==> src/rtl/number_uart_tx.sv <==
// number_uart_tx
//   Serialises a latched 256-bit number onto a UART TX line (8N1, MSB byte
//   first). In raw mode it sends 32 bytes. In hex mode it sends 64 uppercase
//   ASCII hex digits followed by CR LF. Frames are sent back to back, with no
//   idle gap between them.
// Parameters
//   CLK_DIV   clk cycles per UART bit (>= 2)
//   ASCII_HEX 0: raw bytes, 1: hex characters + CR LF
// Ports
//   clk     system clock
//   reset   asynchronous active-high reset
//   start   request pulse, sampled only while idle
//   number  value to send, captured on an accepted start
//   tx      UART line, idle high
//   busy    high for the whole transfer
//   done    one-cycle pulse when the transfer completes
module number_uart_tx #(
    parameter int CLK_DIV   = 434,
    parameter bit ASCII_HEX = 1'b0
) (
    input  logic         clk,
    input  logic         reset,
    input  logic         start,
    input  logic [255:0] number,
    output logic         tx,
    output logic         busy,
    output logic         done
);

    localparam int          N_CHARS   = ASCII_HEX ? 66 : 32;
    localparam int          BAUD_W    = $clog2(CLK_DIV);
    localparam logic [BAUD_W-1:0] BAUD_LAST = BAUD_W'(CLK_DIV - 1);
    localparam logic [6:0]  LAST_CHAR = 7'(N_CHARS - 1);

    localparam logic [1:0] IDLE  = 2'd0;
    localparam logic [1:0] START = 2'd1;
    localparam logic [1:0] DATA  = 2'd2;
    localparam logic [1:0] STOP  = 2'd3;

    logic [1:0]        state;
    logic [255:0]      shadow;
    logic [6:0]        char_idx;
    logic [2:0]        bit_cnt;
    logic [BAUD_W-1:0] baud_cnt;

    logic [7:0] cur_char;
    logic [3:0] nibble;
    logic       baud_wrap;

    assign baud_wrap = (baud_cnt == BAUD_LAST);

    // The character is selected straight from the shadow register using
    // char_idx. Inverting the index yields MSB-first order without a subtract.
    always_comb begin
        nibble   = shadow[{~char_idx[5:0], 2'b00} +: 4];
        cur_char = '0;
        if (ASCII_HEX) begin
            if (char_idx == 7'd64)
                cur_char = 8'h0D;
            else if (char_idx == 7'd65)
                cur_char = 8'h0A;
            else if (nibble < 4'd10)
                cur_char = 8'h30 + {4'h0, nibble};
            else
                cur_char = 8'h37 + {4'h0, nibble};
        end else begin
            cur_char = shadow[{~char_idx[4:0], 3'b000} +: 8];
        end
    end

    always_ff @(posedge clk or posedge reset) begin
        if (reset) begin
            state    <= IDLE;
            shadow   <= '0;
            char_idx <= '0;
            bit_cnt  <= '0;
            baud_cnt <= '0;
            tx       <= 1'b1;
            busy     <= 1'b0;
            done     <= 1'b0;
        end else begin
            done <= 1'b0;
            case (state)
                IDLE: begin
                    if (start) begin
                        shadow   <= number;
                        char_idx <= '0;
                        bit_cnt  <= '0;
                        baud_cnt <= '0;
                        tx       <= 1'b0;
                        busy     <= 1'b1;
                        state    <= START;
                    end
                end
                START: begin
                    if (baud_wrap) begin
                        baud_cnt <= '0;
                        bit_cnt  <= '0;
                        tx       <= cur_char[0];
                        state    <= DATA;
                    end else begin
                        baud_cnt <= baud_cnt + 1'b1;
                    end
                end
                DATA: begin
                    if (baud_wrap) begin
                        baud_cnt <= '0;
                        if (bit_cnt == 3'd7) begin
                            tx    <= 1'b1;
                            state <= STOP;
                        end else begin
                            bit_cnt <= bit_cnt + 3'd1;
                            tx      <= cur_char[bit_cnt + 3'd1];
                        end
                    end else begin
                        baud_cnt <= baud_cnt + 1'b1;
                    end
                end
                STOP: begin
                    if (baud_wrap) begin
                        baud_cnt <= '0;
                        if (char_idx != LAST_CHAR) begin
                            char_idx <= char_idx + 7'd1;
                            tx       <= 1'b0;
                            state    <= START;
                        end else begin
                            busy  <= 1'b0;
                            done  <= 1'b1;
                            state <= IDLE;
                        end
                    end else begin
                        baud_cnt <= baud_cnt + 1'b1;
                    end
                end
                default: state <= IDLE;
            endcase
        end
    end

endmodule

==> config.mk <==
export PLATFORM = sky130hd
export DESIGN_NAME = number_uart_tx
export DESIGN_NICKNAME = d
export VERILOG_FILES = /design/src/rtl/number_uart_tx.sv
export SDC_FILE = /design/constraint.sdc
export NUM_CORES = 1
export LEC_CHECK = 0
export ABC_CLOCK_PERIOD_IN_PS = 14350
export BUFFER_PORTS_ARGS = -buffer_cell sky130_fd_sc_hd__buf_2
export CAP_MARGIN = 10
export CORE_MARGIN = 5
export CORE_UTILIZATION = 30
export DETAILED_ROUTE_END_ITERATION = 6
export PLACE_DENSITY = 0.54
export SYNTH_ARGS = -nofsm -noshare
export SYNTH_HDL_FRONTEND = slang
export SYNTH_SLANG_ARGS = --single-unit
==> constraint.sdc <==
create_clock -name clk -period 14.35 [get_ports clk]
set_input_delay 2.1525 -clock clk [delete_from_list [all_inputs] [get_ports clk]]
set_output_delay 2.1525 -clock clk [all_outputs]
set_load 0.01 [all_outputs]
# Word-level counts from Yosys, hierarchy flattened

Cells that the tools add are included.

Bitwise operators: 1
Equality and inequality tests: 14
Shift-type cells: 1
Reduce and logical (&&, ||, !) cells: 10
$lt $le $gt $ge: 1
$add $sub $neg: 3
Muxes and demuxes: 35

Operator list:

| cell                                                                 | number |
|---|---|
| 256-bit by 9-bit indexed part select with 8-bit output               | 1 |
| 7-bit 2-to-1 mux                                                     | 3 |
| 9-bit 2-to-1 mux                                                     | 2 |
| 9-bit one-hot mux with 2 select lines                                | 1 |
| 2-bit != test, second input constant                                 | 8 |
| 5-bit AND reduction                                                  | 3 |
| 1-bit 2-to-1 mux                                                     | 14 |
| 7-bit one-hot mux with 2 select lines                                | 1 |
| 3-bit 2-to-1 mux                                                     | 4 |
| 2-bit 2-to-1 mux                                                     | 5 |
| 9-bit by 1-bit adder with 9-bit output, second input constant        | 1 |
| 9-bit == test, second input constant                                 | 1 |
| 3-bit one-hot mux with 3 select lines                                | 1 |
| 2-bit one-hot mux with 4 select lines                                | 1 |
| 4-bit AND reduction                                                  | 2 |
| 7-bit by 1-bit adder with 7-bit output, second input constant        | 1 |
| 7-bit by 5-bit != test with 1-bit output, second input constant      | 1 |
| 5-bit inverter                                                       | 1 |
| 2-bit == test, second input constant                                 | 2 |
| 3-bit by 4-bit < comparator with 1-bit output, second input constant | 1 |
| 1-bit one-hot mux with 4 select lines                                | 1 |
| 3-bit by 1-bit adder with 3-bit output, second input constant        | 1 |
| 1-bit binary-select mux with 3-bit select                            | 1 |
| 3-bit == test, second input constant                                 | 1 |
| 7 further kinds                                                      | 7 |

Word-level logic and storage cells: 73
Output and inout bits: 3
Bits of input ports: 259
Register bits after elaboration: 280

# Depth between registers and ports, before layout

Word-level depth: 7
Depth in mapped cells: 10
Mapped depth without buffers: 8

# Worst setup path after synthesis

OpenSTA, ideal clock, no wires.

Path kind: input-to-reg
Start point: in start
End point: reg shadow[49]
Data arrival time: 3303 ps
Setup slack: 10922 ps
Cell stages on the path: 4
Setup time: 125 ps
Buffers on the path: 2
Data required time: 14225 ps
Path through: nand2_1 buf_1 buf_1 mux2_2

Word-level cells in the longest chain between the ends: 1

RTL lines:

| item                          | line | text |
|---|---|---|
| start: declaration            | 23   | `input logic start,` |
| 2-bit AND reduction (no line) | --   |  |
| end signal: assignment        | 86   | `shadow <= number;` |
| end: declaration              | 41   | `logic [255:0] shadow;` |

No other way between the ends.
A chain may end at the register's enable or synchronous reset.

# Worst setup path in the final report

Start point: in start
End point: reg shadow[226]

Same word-level chain as after synthesis.

==> summary.md <==
| Metric | Value |
|---|---|
| Pleak | `8.00 nW` |
| Synth unique cells | `51` |
| RSZ-0062 raised after global routing | `no` |
| Final WL | `34500 um` |
| Synth area leader | `dfrtp_1` |
| Proportion of layout cells with a drive suffix above 1 | `58.2%` |
| Reg2reg end | `shadow[226]` |
| Clk sinks | `280` |
| Max H-tree Level | `2` |
| Worst-Skew Late Latency | `0.53 ns` |
| Buffers added on ports | `261` |
| Largest family of logic cells by synthesized area | `multiplexers` |
| Die Area | `0.0474 sq mm` |
| Register bit total from synthesis | `280` |
| Filler cell count | `4161` |
| Global-route wire length before repair | `53900 um` |
| Final setup viols | `0` |
| IO Count | `262` |
| DRT iter0 DRCs | `318` |
| Post-route minimum period | `4.49 ns` |
| Placed cell areas | `0.0148 sq mm` |
| Vias in the first global route | `8873` |
| Row cnt | `76` |
| Worst setup path start | `start` |
| Crit-path cells | `buf_2 -> nand2_4 -> buf_4 -> buf_4 -> mux2_2` |
| Mux contribution to synthesized area | `35.3%` |
| Utilization after layout | `37.3%` |
| IR drop worst, VDD | `0.0525 mV` |
| GP Congestion | `0.791` |
| Worst Path Required | `14.76 ns` |
| Arr. time, crit path | `4.90 ns` |
| Deepest clock path buffer count | `3` |
| Routed WL per cell | `20.1 um` |
| GR Util All Layers | `14.9%` |
| Worst-Margin Slew | `1.19 ns` |
| Post-DR vias/cell | `4.71` |
| Worst slew margin | `20.7%` |
| Post-Synth Simple-Gate Area | `3.57%` |
| Design area | `0.0160 sq mm` |
| Critical Path Max Stage Delay | `0.88 ns` |
| Cell area power density | `109 mW/mm^2` |
| Post-Syn Area | `0.0130 sq mm` |
| Placed wire-length estimate | `23900 um` |
| Critical path launch point type | `input pin` |
| Starting density of the core | `30.2%` |
| Max Cap Viol | `0` |
| Synth Area in Compound Gates | `2.76%` |
| Synth Instances | `852` |
| Synth Area per Inst | `15.2 sq um` |
| Post-Layout Cell Count | `1715` |
| Outcome | `completed` |
| Worst hold margin | `0.499 ns` |
| CP Class | `in2reg` |
| Largest fanout on the critical path | `76` |
| Root Buffer | `clkbuf_16` |
| Final Skew | `0.0137 ns` |
| Post-CTS Resized | `0` |
| Initial antenna violation count | `14` |
| Synthesis Warnings | `0` |
| Die width | `218 um` |
| Top FF cell, synth | `dfrtp_1` |
| FF-to-FF setup slack | `10.75 ns` |
| Syn_nets | `1121` |
| Max Slew Vio Count | `0` |
| Post-synth EDFFs | `0` |
| CTS Buf Count | `34` |
| Worst R2R Path Depth | `6` |
| Top post-synthesis cells by area | `dfrtp_1 54%, mux2_2 23%, mux4_2 12%` |
| Drc violations | `0` |
| Slowest CP cell | `buf_4` |
| HP Class | `reg2reg` |
| CP top delay family | `buffers and inverters` |
| Fmax achieved | `0.223 GHz` |
| Die Span Y | `218 um` |
| Vias | `8071` |
| Top cell type's share of synthesized area | `53.9%` |
| Sequential area share after synthesis | `54.1%` |
| Layout area overhead | `23.4%` |
| Post-synthesis adder-cell area fraction | `0.966%` |
| Core area | `0.0429 sq mm` |
| XOR/XNOR Fraction of Synth Area | `0.744%` |
| Final #Nets | `1371` |
| Largest net degree at the start of global routing | `171` |
| Placed cell count | `1651` |
| Worst setup path endpoint | `shadow[226]` |
| GRT overflow | `0` |
| WP depth | `5` |
| Post-CTS setup buffer count | `0` |
| Final Hold Fails | `0` |
| Worst Path Buf+Inv | `3` |
| Clock Pin Slew Worst Setup and Hold Paths | `0.06 ns` |
| CP Capture Type | `flop` |
| Ys async rst share | `100%` |
| CP most frequent cell | `buf_4` |
| CTS tree | `done` |
| Final period util | `31.3%` |
| Post-DRT Antenna Nets | `0` |
| Hold buffers post-CTS | `0` |
| DR pass1 iterations | `4` |
| Final TNS setup | `0 ns` |
| Worst r2r src | `state[0]` |
[cell type report]
class                           instances  area [sq um]  share of cell area [%]
Sequential cell                       280          7020                    43.9
Multi-Input combinational cell        503          5630                    35.2
Timing Repair Buffer                  269          1380                    8.63
Clock buffer                           49           998                    6.25
Tap cell                              585           732                    4.58
Clock inverter                         10           156                   0.978
Inverter                               14          60.1                   0.376
Antenna cell                            5          12.5                  0.0783
[cells by family (layout without fill, tap and decap cells)]
kind of cell / Yosys count / in the layout
compound gates: 51 / 51
xor+xnor: 11 / 11
fa+ha+maj: 10 / 10
buf+inv: 69 / 342
flops: 280 / 280
mux: 341 / 341
other cells: 0 / 5
simple gates: 90 / 90
[flip-flops by register name (all words and copies together) (netlist names)]
register,cells
baud_cnt,9
bit_cnt,3
busy,1
char_idx,7
done,1
shadow,256
state,2
tx,1
[per-stage QoR]
step	total power (W)	worst slack, ns
after CTS	0.00178	9.84
after global routing	0.00181	9.67
final	0.00174	9.86
after global placement	0.000859	9.27
after detailed placement	0.000860	9.27
after floorplan	0.000817	4.48
[power by group]
group / switching (W) / internal (W) / leakage (nW)
Combinational: 0.0000275 / 0.0000256 / 3.57
Sequential: 0 / 0.000790 / 3.87
Clock: 0.000340 / 0.000555 / 0.567
[cells in the final DEF (no fill, tap or decap), types with 5 or more instances in the layout]
| cell | count |
|---|---|
| a21oi_1 | 7 |
| buf_2 | 261 |
| buf_4 | 7 |
| clkbuf_1 | 7 |
| clkbuf_16 | 35 |
| clkbuf_8 | 7 |
| dfrtp_1 | 276 |
| diode_2 | 5 |
| ha_1 | 10 |
| inv_1 | 13 |
| mux2_2 | 260 |
| mux2i_1 | 14 |
| mux4_2 | 67 |
| nand2_1 | 18 |
| nand3_1 | 6 |
| nor2_1 | 23 |
| nor2b_1 | 11 |
| nor3_1 | 5 |
| nor4_1 | 6 |
| o21ai_0 | 10 |
| xnor2_1 | 6 |
| xor2_1 | 5 |
[layer usage]
layer / global-route usage, % / share of wire, % / routed length, um
met5: 0 / 0.32 / 111
met4: 4.14 / 1.9 / 659
met3: 4.36 / 6.4 / 2210
met2: 24.1 / 49 / 16900
met1: 19.6 / 42 / 14700
[how the worst min path moves through the flow]
stage                      startpoint     endpoint  cells past startpoint  slack, ns
after floorplan           shadow[105]  shadow[105]                      1       0.47
after global placement     shadow[53]   shadow[53]                      1       0.48
after detailed placement   shadow[51]   shadow[51]                      1       0.49
after CTS                  shadow[72]   shadow[72]                      1       0.50
after global routing      shadow[213]  shadow[213]                      1       0.51
final                      shadow[47]   shadow[47]                      1       0.50
[Yosys cell counts (all sizes together), types with 5 or more instances]
cell / count
clkbuf: 32
nor3: 5
buf: 23
xor2: 5
mux2i: 14
nand2: 19
nor2: 23
dfrtp: 279
ha: 10
nor2b: 11
mux2: 260
xnor2: 6
mux4: 67
nand3: 6
o21ai: 10
nor4: 6
a21oi: 7
inv: 14
Power figures use the tool's default switching activity.
